<file path="src/rtl/psk_pkg.sv">
// -----------------------------------------------------------------------------
// psk_pkg
//
// Shared definitions for the PSK carrier address generator:
//   - psk_mode_e     : run-time modulation selector encodings
//   - gray2idx()     : Gray-coded dibit to quarter-period phase index
//   - quarter_shift(): left shift that turns a quarter-period index into a
//                      ROM address offset for a given address width
// -----------------------------------------------------------------------------
package psk_pkg;

  typedef enum logic [1:0] {
    PSK_BPSK  = 2'b00,
    PSK_DBPSK = 2'b01,
    PSK_QPSK  = 2'b10,
    PSK_DQPSK = 2'b11
  } psk_mode_e;

  // Gray dibit to phase index: 00->0, 01->1, 11->2, 10->3.
  // The MSB passes through and the LSB is the XOR of both bits.
  function automatic logic [1:0] gray2idx(input logic [1:0] g);
    return {g[1], g[1] ^ g[0]};
  endfunction

  // One carrier period spans 2^addr_w ROM entries, so a quarter period is
  // 2^(addr_w-2) entries: the phase index sits in the top two address bits.
  function automatic int quarter_shift(input int addr_w);
    return addr_w - 2;
  endfunction

endpackage

</file>
<file path="src/rtl/psk_symbol_mapper.sv">
// -----------------------------------------------------------------------------
// psk_symbol_mapper
//
// Combinational symbol-to-phase mapper. Given the modulation mode, the
// incoming symbol bits and the current quarter-period phase index, produce
// the phase index to adopt when the symbol is accepted.
//
// Ports:
//   mode       in  2  modulation mode (psk_mode_e encoding)
//   sym_data   in  2  symbol bits; BPSK/DBPSK look at bit 0 only
//   phase      in  2  current quarter-period phase index
//   next_phase out 2  phase index after accepting sym_data
// -----------------------------------------------------------------------------
module psk_symbol_mapper
  import psk_pkg::*;
(
  input  logic [1:0] mode,
  input  logic [1:0] sym_data,
  input  logic [1:0] phase,
  output logic [1:0] next_phase
);

  logic [1:0] bpsk_idx;
  logic [1:0] qpsk_idx;

  // BPSK only ever uses the half-period points 0 and 2.
  assign bpsk_idx = {sym_data[0], 1'b0};
  assign qpsk_idx = gray2idx(sym_data);

  // Differential modes add the mapped delta to the running phase; the 2-bit
  // sum wraps modulo a full period for free.
  always_comb begin
    next_phase = phase;
    case (psk_mode_e'(mode))
      PSK_BPSK:  next_phase = bpsk_idx;
      PSK_DBPSK: next_phase = phase + bpsk_idx;
      PSK_QPSK:  next_phase = qpsk_idx;
      PSK_DQPSK: next_phase = phase + qpsk_idx;
      default:   next_phase = phase;
    endcase
  end

endmodule

</file>
<file path="src/rtl/psk_phase_addr_gen.sv">
// -----------------------------------------------------------------------------
// psk_phase_addr_gen
//
// Phase-modulated carrier address generator for the DA output path. A carrier
// phase accumulator steps by CARR_STEP every enabled clock; a symbol-dependent
// quarter-period offset is added to form the registered sine-ROM address.
// Symbols are pulled from upstream at symbol boundaries through a valid/ready
// handshake; a boundary without a valid symbol holds the phase and sets a
// sticky underrun flag.
//
// Parameters:
//   ADDR_W     ROM address width, one carrier period = 2^ADDR_W entries (>= 3)
//   SYM_CYCLES enabled clocks per symbol (>= 2)
//   CARR_STEP  accumulator increment per enabled clock
//
// Ports:
//   clk         in   1       system clock, also forwarded to the converters
//   reset_n     in   1       asynchronous active-low reset
//   en          in   1       clock enable; all state holds while low
//   mode        in   2       00 BPSK, 01 DBPSK, 10 QPSK, 11 DQPSK
//   sym_valid   in   1       upstream symbol available
//   sym_data    in   2       symbol bits
//   sym_ready   out  1       boundary this cycle; symbol taken if sym_valid
//   sym_strobe  out  1       pulse on the first cycle of each symbol
//   underrun    out  1       sticky: boundary seen with sym_valid low
//   ur_clr      in   1       synchronous clear of underrun (set wins)
//   address     out  ADDR_W  registered sine-ROM address
//   clk_da      out  1       DA converter clock (= clk)
//   clk_ad      out  1       AD converter clock (= clk)
//   blank_da_n  out  1       DA blanking, held inactive
//   sync_da_n   out  1       DA sync, held inactive
// -----------------------------------------------------------------------------
module psk_phase_addr_gen
  import psk_pkg::*;
#(
  parameter int ADDR_W     = 7,
  parameter int SYM_CYCLES = 128,
  parameter int CARR_STEP  = 1
) (
  input  logic              clk,
  input  logic              reset_n,
  input  logic              en,
  input  logic [1:0]        mode,
  input  logic              sym_valid,
  input  logic [1:0]        sym_data,
  output logic              sym_ready,
  output logic              sym_strobe,
  output logic              underrun,
  input  logic              ur_clr,
  output logic [ADDR_W-1:0] address,
  output logic              clk_da,
  output logic              clk_ad,
  output logic              blank_da_n,
  output logic              sync_da_n
);

  localparam int                CNT_W    = (SYM_CYCLES > 2) ? $clog2(SYM_CYCLES) : 1;
  localparam logic [CNT_W-1:0]  CNT_LAST = CNT_W'(SYM_CYCLES - 1);
  localparam logic [ADDR_W-1:0] STEP     = ADDR_W'(CARR_STEP);
  localparam int                QSHIFT   = quarter_shift(ADDR_W);

  logic [ADDR_W-1:0] carr_p0;
  logic [CNT_W-1:0]  sym_cnt_p0;
  logic [1:0]        phase_p0;
  logic [1:0]        phase_nxt;
  logic [ADDR_W-1:0] phase_off;
  logic              boundary;
  logic              vld_p1;
  logic [ADDR_W-1:0] addr_p1;
  logic              underrun_q;

  // Boundary is the last enabled clock of a symbol; ready is offered here
  // regardless of sym_valid so upstream can present data the same cycle.
  assign boundary  = en && (sym_cnt_p0 == CNT_LAST);
  assign sym_ready = boundary;

  psk_symbol_mapper u_mapper (
    .mode       (mode),
    .sym_data   (sym_data),
    .phase      (phase_p0),
    .next_phase (phase_nxt)
  );

  assign phase_off = ADDR_W'(phase_p0) << QSHIFT;

  // ---- stage p0: carrier accumulator, symbol counter, phase ----
  always_ff @(posedge clk or negedge reset_n) begin
    if (!reset_n) begin
      carr_p0    <= '0;
      sym_cnt_p0 <= '0;
      phase_p0   <= '0;
    end else if (en) begin
      carr_p0 <= carr_p0 + STEP;
      if (boundary) begin
        sym_cnt_p0 <= '0;
        // An underrun leaves the phase untouched: a zero delta in the
        // differential modes and a repeated point in the coherent ones.
        if (sym_valid) begin
          phase_p0 <= phase_nxt;
        end
      end else begin
        sym_cnt_p0 <= sym_cnt_p0 + 1'b1;
      end
    end
  end

  // ---- stage p1: registered ROM address and symbol-start strobe ----
  // The address is built from the phase already held in p0, so a symbol
  // accepted on one edge reaches the address on the following edge.
  always_ff @(posedge clk or negedge reset_n) begin
    if (!reset_n) begin
      addr_p1 <= '0;
      vld_p1  <= 1'b0;
    end else if (en) begin
      addr_p1 <= carr_p0 + phase_off;
      vld_p1  <= boundary;
    end
  end

  // Sticky underrun. The clear is ordered before the set so that a new
  // underrun in the same cycle as ur_clr is not lost.
  always_ff @(posedge clk or negedge reset_n) begin
    if (!reset_n) begin
      underrun_q <= 1'b0;
    end else begin
      if (ur_clr) begin
        underrun_q <= 1'b0;
      end
      if (boundary && !sym_valid) begin
        underrun_q <= 1'b1;
      end
    end
  end

  assign address    = addr_p1;
  assign sym_strobe = vld_p1;
  assign underrun   = underrun_q;

  assign clk_da     = clk;
  assign clk_ad     = clk;
  assign blank_da_n = 1'b1;
  assign sync_da_n  = 1'b1;

endmodule
</file>
<file path="config.mk">
export PLATFORM = sky130hd
export DESIGN_NAME = psk_phase_addr_gen
export DESIGN_NICKNAME = d
export VERILOG_FILES = /design/src/rtl/psk_pkg.sv /design/src/rtl/psk_symbol_mapper.sv /design/src/rtl/psk_phase_addr_gen.sv
export SDC_FILE = /design/constraint.sdc
export NUM_CORES = 1
export LEC_CHECK = 0
export BUFFER_PORTS_ARGS = -buffer_cell sky130_fd_sc_hd__buf_4
export CAP_MARGIN = 25
export CORE_MARGIN = 3
export CORE_UTILIZATION = 48
export DETAILED_ROUTE_END_ITERATION = 10
export PLACE_DENSITY_LB_ADDON = 0.1
export SYNTH_ARGS = -nofsm -noshare
export SYNTH_HDL_FRONTEND = slang
export SYNTH_SLANG_ARGS = --single-unit
</file>
<file path="constraint.sdc">
create_clock -name clk -period 1.49 [get_ports clk]
set_input_delay 0.298 -clock clk [delete_from_list [all_inputs] [get_ports clk]]
set_output_delay 0.298 -clock clk [all_outputs]
set_load 0.03 [all_outputs]
</file>
### Word-level counts from Yosys, hierarchy flattened

Index checks and enable logic that the tools add are counted.

| word-level totals | value |
|---|---|
| bits in registers | 25 |
| input port bits | 9 |
| word-level logic and storage cells | 26 |

| operators by class | value |
|---|---|
| bitwise gates (word level) | 1 |
| equal/unequal tests | 4 |
| add/subtract/negate cells | 5 |
| multiplexer cells | 4 |
| reduce and logical (&&, ||, !) cells | 6 |

Operators by type and width:

| kind | number |
|---|---|
| 7-bit by 1-bit adder with 7-bit output, second input constant | 2 |
| 2-bit case mux with 4 select lines | 1 |
| 7-bit adder | 1 |
| 7-bit == test, second input constant | 1 |
| 7-bit two-way mux | 1 |
| 2-bit adder | 2 |
| 2-bit == test, second input constant | 2 |
| 3-bit AND reduction | 1 |
| 2-bit by 1-bit == test with 1-bit output, second input constant | 1 |
| 1-bit logical AND | 2 |
| 2-bit zero test | 1 |
| 1-bit two-way mux | 2 |
| 2-bit nonzero test | 1 |
| 1-bit zero test | 1 |
| 1-bit bitwise XOR | 1 |

### Longest topological paths before layout

| depth | value |
|---|---|
| depth in word-level cells | 4 |
| mapped depth | 6 |
| depth with buffers taken out | 6 |

### Hierarchy

A second synthesis with hierarchy kept.

| unflattened totals | value |
|---|---|
| cell total of the unflattened synthesis | 101 |
| area, all modules | 1221.2 um2 |

By module, submodules not included:

| module | area each (um2) | seq. area each (um2) | cells an instance | instances |
|---|---|---|---|---|
| psk_phase_addr_gen | 1108.6 | 625.6 | 87 | 1 |
| psk_symbol_mapper | 112.6 | 0.0 | 14 | 1 |

==> metrics.json <==
{
  "outcome": {"value": "complete, but fails checks"},
  "failed_checks": {"value": "negative setup slack"},
  "maxCapViolations": {"value": 0},
  "chipWidth": {"value": 56.2, "unit": "microns"},
  "first_global_vias": {"value": 893},
  "route.detailed.wl_per_inst": {"value": 12.9, "unit": "microns"},
  "layout.cells.most_common": {"value": "buf_4"},
  "worstSkewPairLatency": {"value": 440, "unit": "ps"},
  "core_region_area": {"value": 0.00230, "unit": "sq mm"},
  "worstPathCellList": {"value": "ha_2 > nand3_2 > nor2_4 > nand2_2 > inv_2 > buf_6"},
  "total_congestion_overflow": {"value": 0},
  "timing_max_transition_violations_final": {"value": 0},
  "timing.critical_path.slowest_stage_cell": {"value": "dfrtp_1"},
  "post-route-cell-area": {"value": 0.00161, "unit": "sq mm"},
  "wirelength": {"value": 2200, "unit": "microns"},
  "finalNonFillerCells": {"value": 171},
  "place_area": {"value": 0.00145, "unit": "sq mm"},
  "synthesis.area": {"value": 0.00121, "unit": "sq mm"},
  "clock_pin_slew_worst_setup_and_hold_paths": {"value": 140, "unit": "ps"},
  "postRouteAntennaNets": {"value": 0},
  "setup_slack": {"value": -316, "unit": "ps"},
  "min_period": {"value": 1810, "unit": "ps"},
  "netlist_instances": {"value": 103},
  "detailed_routing_iteration_count_for_the_pre_antenna_repair_pass": {"value": 4},
  "power.density_cell_area": {"value": 1680, "unit": "mW/mm^2"},
  "place_inst": {"value": 157},
  "fin_worst_skew": {"value": 9.12, "unit": "ps"},
  "fp.dieArea": {"value": 0.00316, "unit": "sq mm"},
  "critPathMaxStageDelay": {"value": 380, "unit": "ps"},
  "timing.critical_path.from_type": {"value": "flop"},
  "vias_cell": {"value": 5.07},
  "grt_pass1_wl": {"value": 3800, "unit": "microns"},
  "worstSetupPathType": {"value": "reg2out"},
  "drc": {"value": 0},
  "num-nets-final": {"value": 157},
  "route.vias.total": {"value": 867},
  "r2r.worst_path.cells": {"value": 7},
  "min_period_over_period": {"value": 121, "unit": "%"},
  "netlist_top_cells_area": {"value": "dfrtp_1, mux2_2, xnor2_1, xor2_1, ha_1"},
  "power.static_leakage": {"value": 0.000772, "unit": "uW"},
  "setup_viol": {"value": 3},
  "cp_data_arrival_time": {"value": 1510, "unit": "ps"},
  "yosys_warnings": {"value": 0},
  "synth_area_per_cell": {"value": 11.7, "unit": "sq um"},
  "highest_clock_rate": {"value": 0.554, "unit": "GHz"},
  "globalplace.congestion": {"value": 0.721},
  "diodes": {"value": 0},
  "synthToLayoutAreaGrowth": {"value": 32.9, "unit": "%"},
  "initial_core_util": {"value": 52.7, "unit": "%"},
  "synth_top_area_cell": {"value": "dfrtp_1"},
  "row_count": {"value": 17},
  "cp-end-kind": {"value": "output pin"},
  "grt_max_degree": {"value": 26},
  "synth-seq-area-share": {"value": 51.7, "unit": "%"},
  "r2r_slack": {"value": -60, "unit": "ps"},
  "mostFrequentLayoutCells": {"value": "buf_4, dfrtp_1, mux2_2"},
  "floorplan.io_pins": {"value": 23},
  "tritoncts": {"value": "done"},
  "report.final.hold_viol_count": {"value": 0},
  "rsz0062_at_grt": {"value": "yes"},
  "gr-usage-all-layers": {"value": 15.8, "unit": "%"},
  "chipHeight": {"value": 56.2, "unit": "microns"},
  "r2r_start": {"value": "sym_cnt_p0[1]"},
  "r2r-end": {"value": "phase_p0[1]"},
  "data_required_time_of_the_critical_path": {"value": 1190, "unit": "ps"},
  "drtIter0Drc": {"value": 14},
  "hold_path_end": {"value": "underrun"},
  "port_buffers": {"value": 20},
  "final.hold.worst_slack": {"value": 26.8, "unit": "ps"},
  "initial_antenna_violation_count": {"value": 0},
  "min_path_type": {"value": "in2reg"},
  "synth_cell_type_count": {"value": 25},
  "netlist.area_leader.share": {"value": 51.7, "unit": "%"},
  "dp.final_hpwl": {"value": 1490, "unit": "microns"},
  "drive_gt1_share": {"value": 48.3, "unit": "%"},
  "min_delay_startpoint": {"value": "sym_valid"},
  "critPathMaxFanout": {"value": 2},
  "vdd.ir_drop.worst": {"value": 1.66, "unit": "mV"},
  "ys_ff_latch": {"value": 25},
  "min_path_cells": {"value": 2}
}
cells in the mapped netlist:
| cell | number |
|---|---|
| nand2_1 | 7 |
| dfrtp_1 | 25 |
| o21ai_0 | 4 |
| xor2_1 | 7 |
| o41ai_1 | 1 |
| mux2_2 | 9 |
| buf_2 | 2 |
| o22ai_1 | 1 |
| a2111oi_4 | 1 |
| nor2_1 | 8 |
| inv_1 | 4 |
| conb_1 | 1 |
| nor2b_1 | 2 |
| mux2_4 | 1 |
| xnor2_1 | 8 |
| nand2b_1 | 2 |
| nor3b_1 | 1 |
| nand4_1 | 5 |
| ha_1 | 4 |
| mux2i_1 | 1 |
| nand3_1 | 2 |
| or3_1 | 1 |
| o21ai_2 | 1 |
| and3b_2 | 1 |
| buf_4 | 4 |
worst max-delay path: cells and delay by family (launching register included):
family	cells	cell delay, ps
adder cells (fa/ha/maj)	1	200
buffers and inverters	2	190
flip-flops	1	380
AND/OR/NAND/NOR	3	310
per-layer routing:
metal | wire [microns] | up-vias | global-route usage, %
met1 | 974 | 412 | 18.5
met5 | 0 | - | 0
met2 | 1060 | 23 | 24.0
met3 | 104 | 8 | 4.41
met4 | 60 | 0 | 12.9
li1 | - | 424 | -
how the worst max path moves through the flow:
stage                              from           to  cells past startpoint
after CTS                 sym_cnt_p0[1]    sym_ready                      6
after global routing      sym_cnt_p0[1]    sym_ready                      6
after floorplan             sym_data[1]  phase_p0[1]                      6
final                     sym_cnt_p0[1]    sym_ready                      6
after detailed placement    sym_data[1]  phase_p0[1]                      7
after global placement      sym_data[1]  phase_p0[1]                      7
logic make-up (layout without fill, tap and decap cells):
kind of cell	Yosys count	in the layout	share of synthesized area, %
and+or+nand+nor	29	29	12.1
DFF	25	25	51.7
xor gates and xnor gates	15	15	10.9
muxes	11	11	10.4
buffers and inverters	10	49	4.55
AOI/OAI and AO/OA	8	8	5.90
adders and majority gates	4	4	4.14
other	1	2	0.310
final cells by class:
| type | count | area (sq um) |
|---|---|---|
| multi-input combinational | 69 | 587 |
| sequential | 25 | 626 |
| timing repair buffer | 35 | 269 |
| clock inverter | 1 | 8.76 |
| inverter | 4 | 15.0 |
| fill | 177 | 689 |
| tap | 28 | 35.0 |
| clock buffer | 9 | 67.6 |
stage by stage:
| stage | power (uW) | setup TNS (ps) | setup slack, ps | util (%) |
|---|---|---|---|---|
| after CTS | 2720 | -402 | -311 | 68.5 |
| final | 2700 | -442 | -316 | 70.0 |
| after global placement | 2140 | -287 | -287 | 63.2 |
| after floorplan | 1870 | -115 | -115 | - |
| after global routing | 2900 | -631 | -384 | 70.0 |
| after detailed placement | 2170 | -322 | -322 | 63.2 |
sequential cells by signal, indices dropped and copies added, names as in the netlist:
register and count:
carr_p0 7, sym_strobe 1, address 7, phase_p0 2
sym_cnt_p0 7, underrun 1
where the power goes:
| group | switching, uW | internal, uW | leakage [uW] |
|---|---|---|---|
| Combinational | 424 | 432 | 0.000411 |
| Clock | 393 | 297 | 0.0000463 |
| Sequential | 226 | 932 | 0.000315 |
| Total | 1040 | 1660 | 0.000772 |
what timing repair did:
item	CTS	global route
setup endpoints to repair	2	3
setup buffers	4	1
gates resized for setup	6	7
hold endpoints to repair	25	0
hold buffers	1	0
pin swaps	1	2
Power figures use the tool's default switching activity.
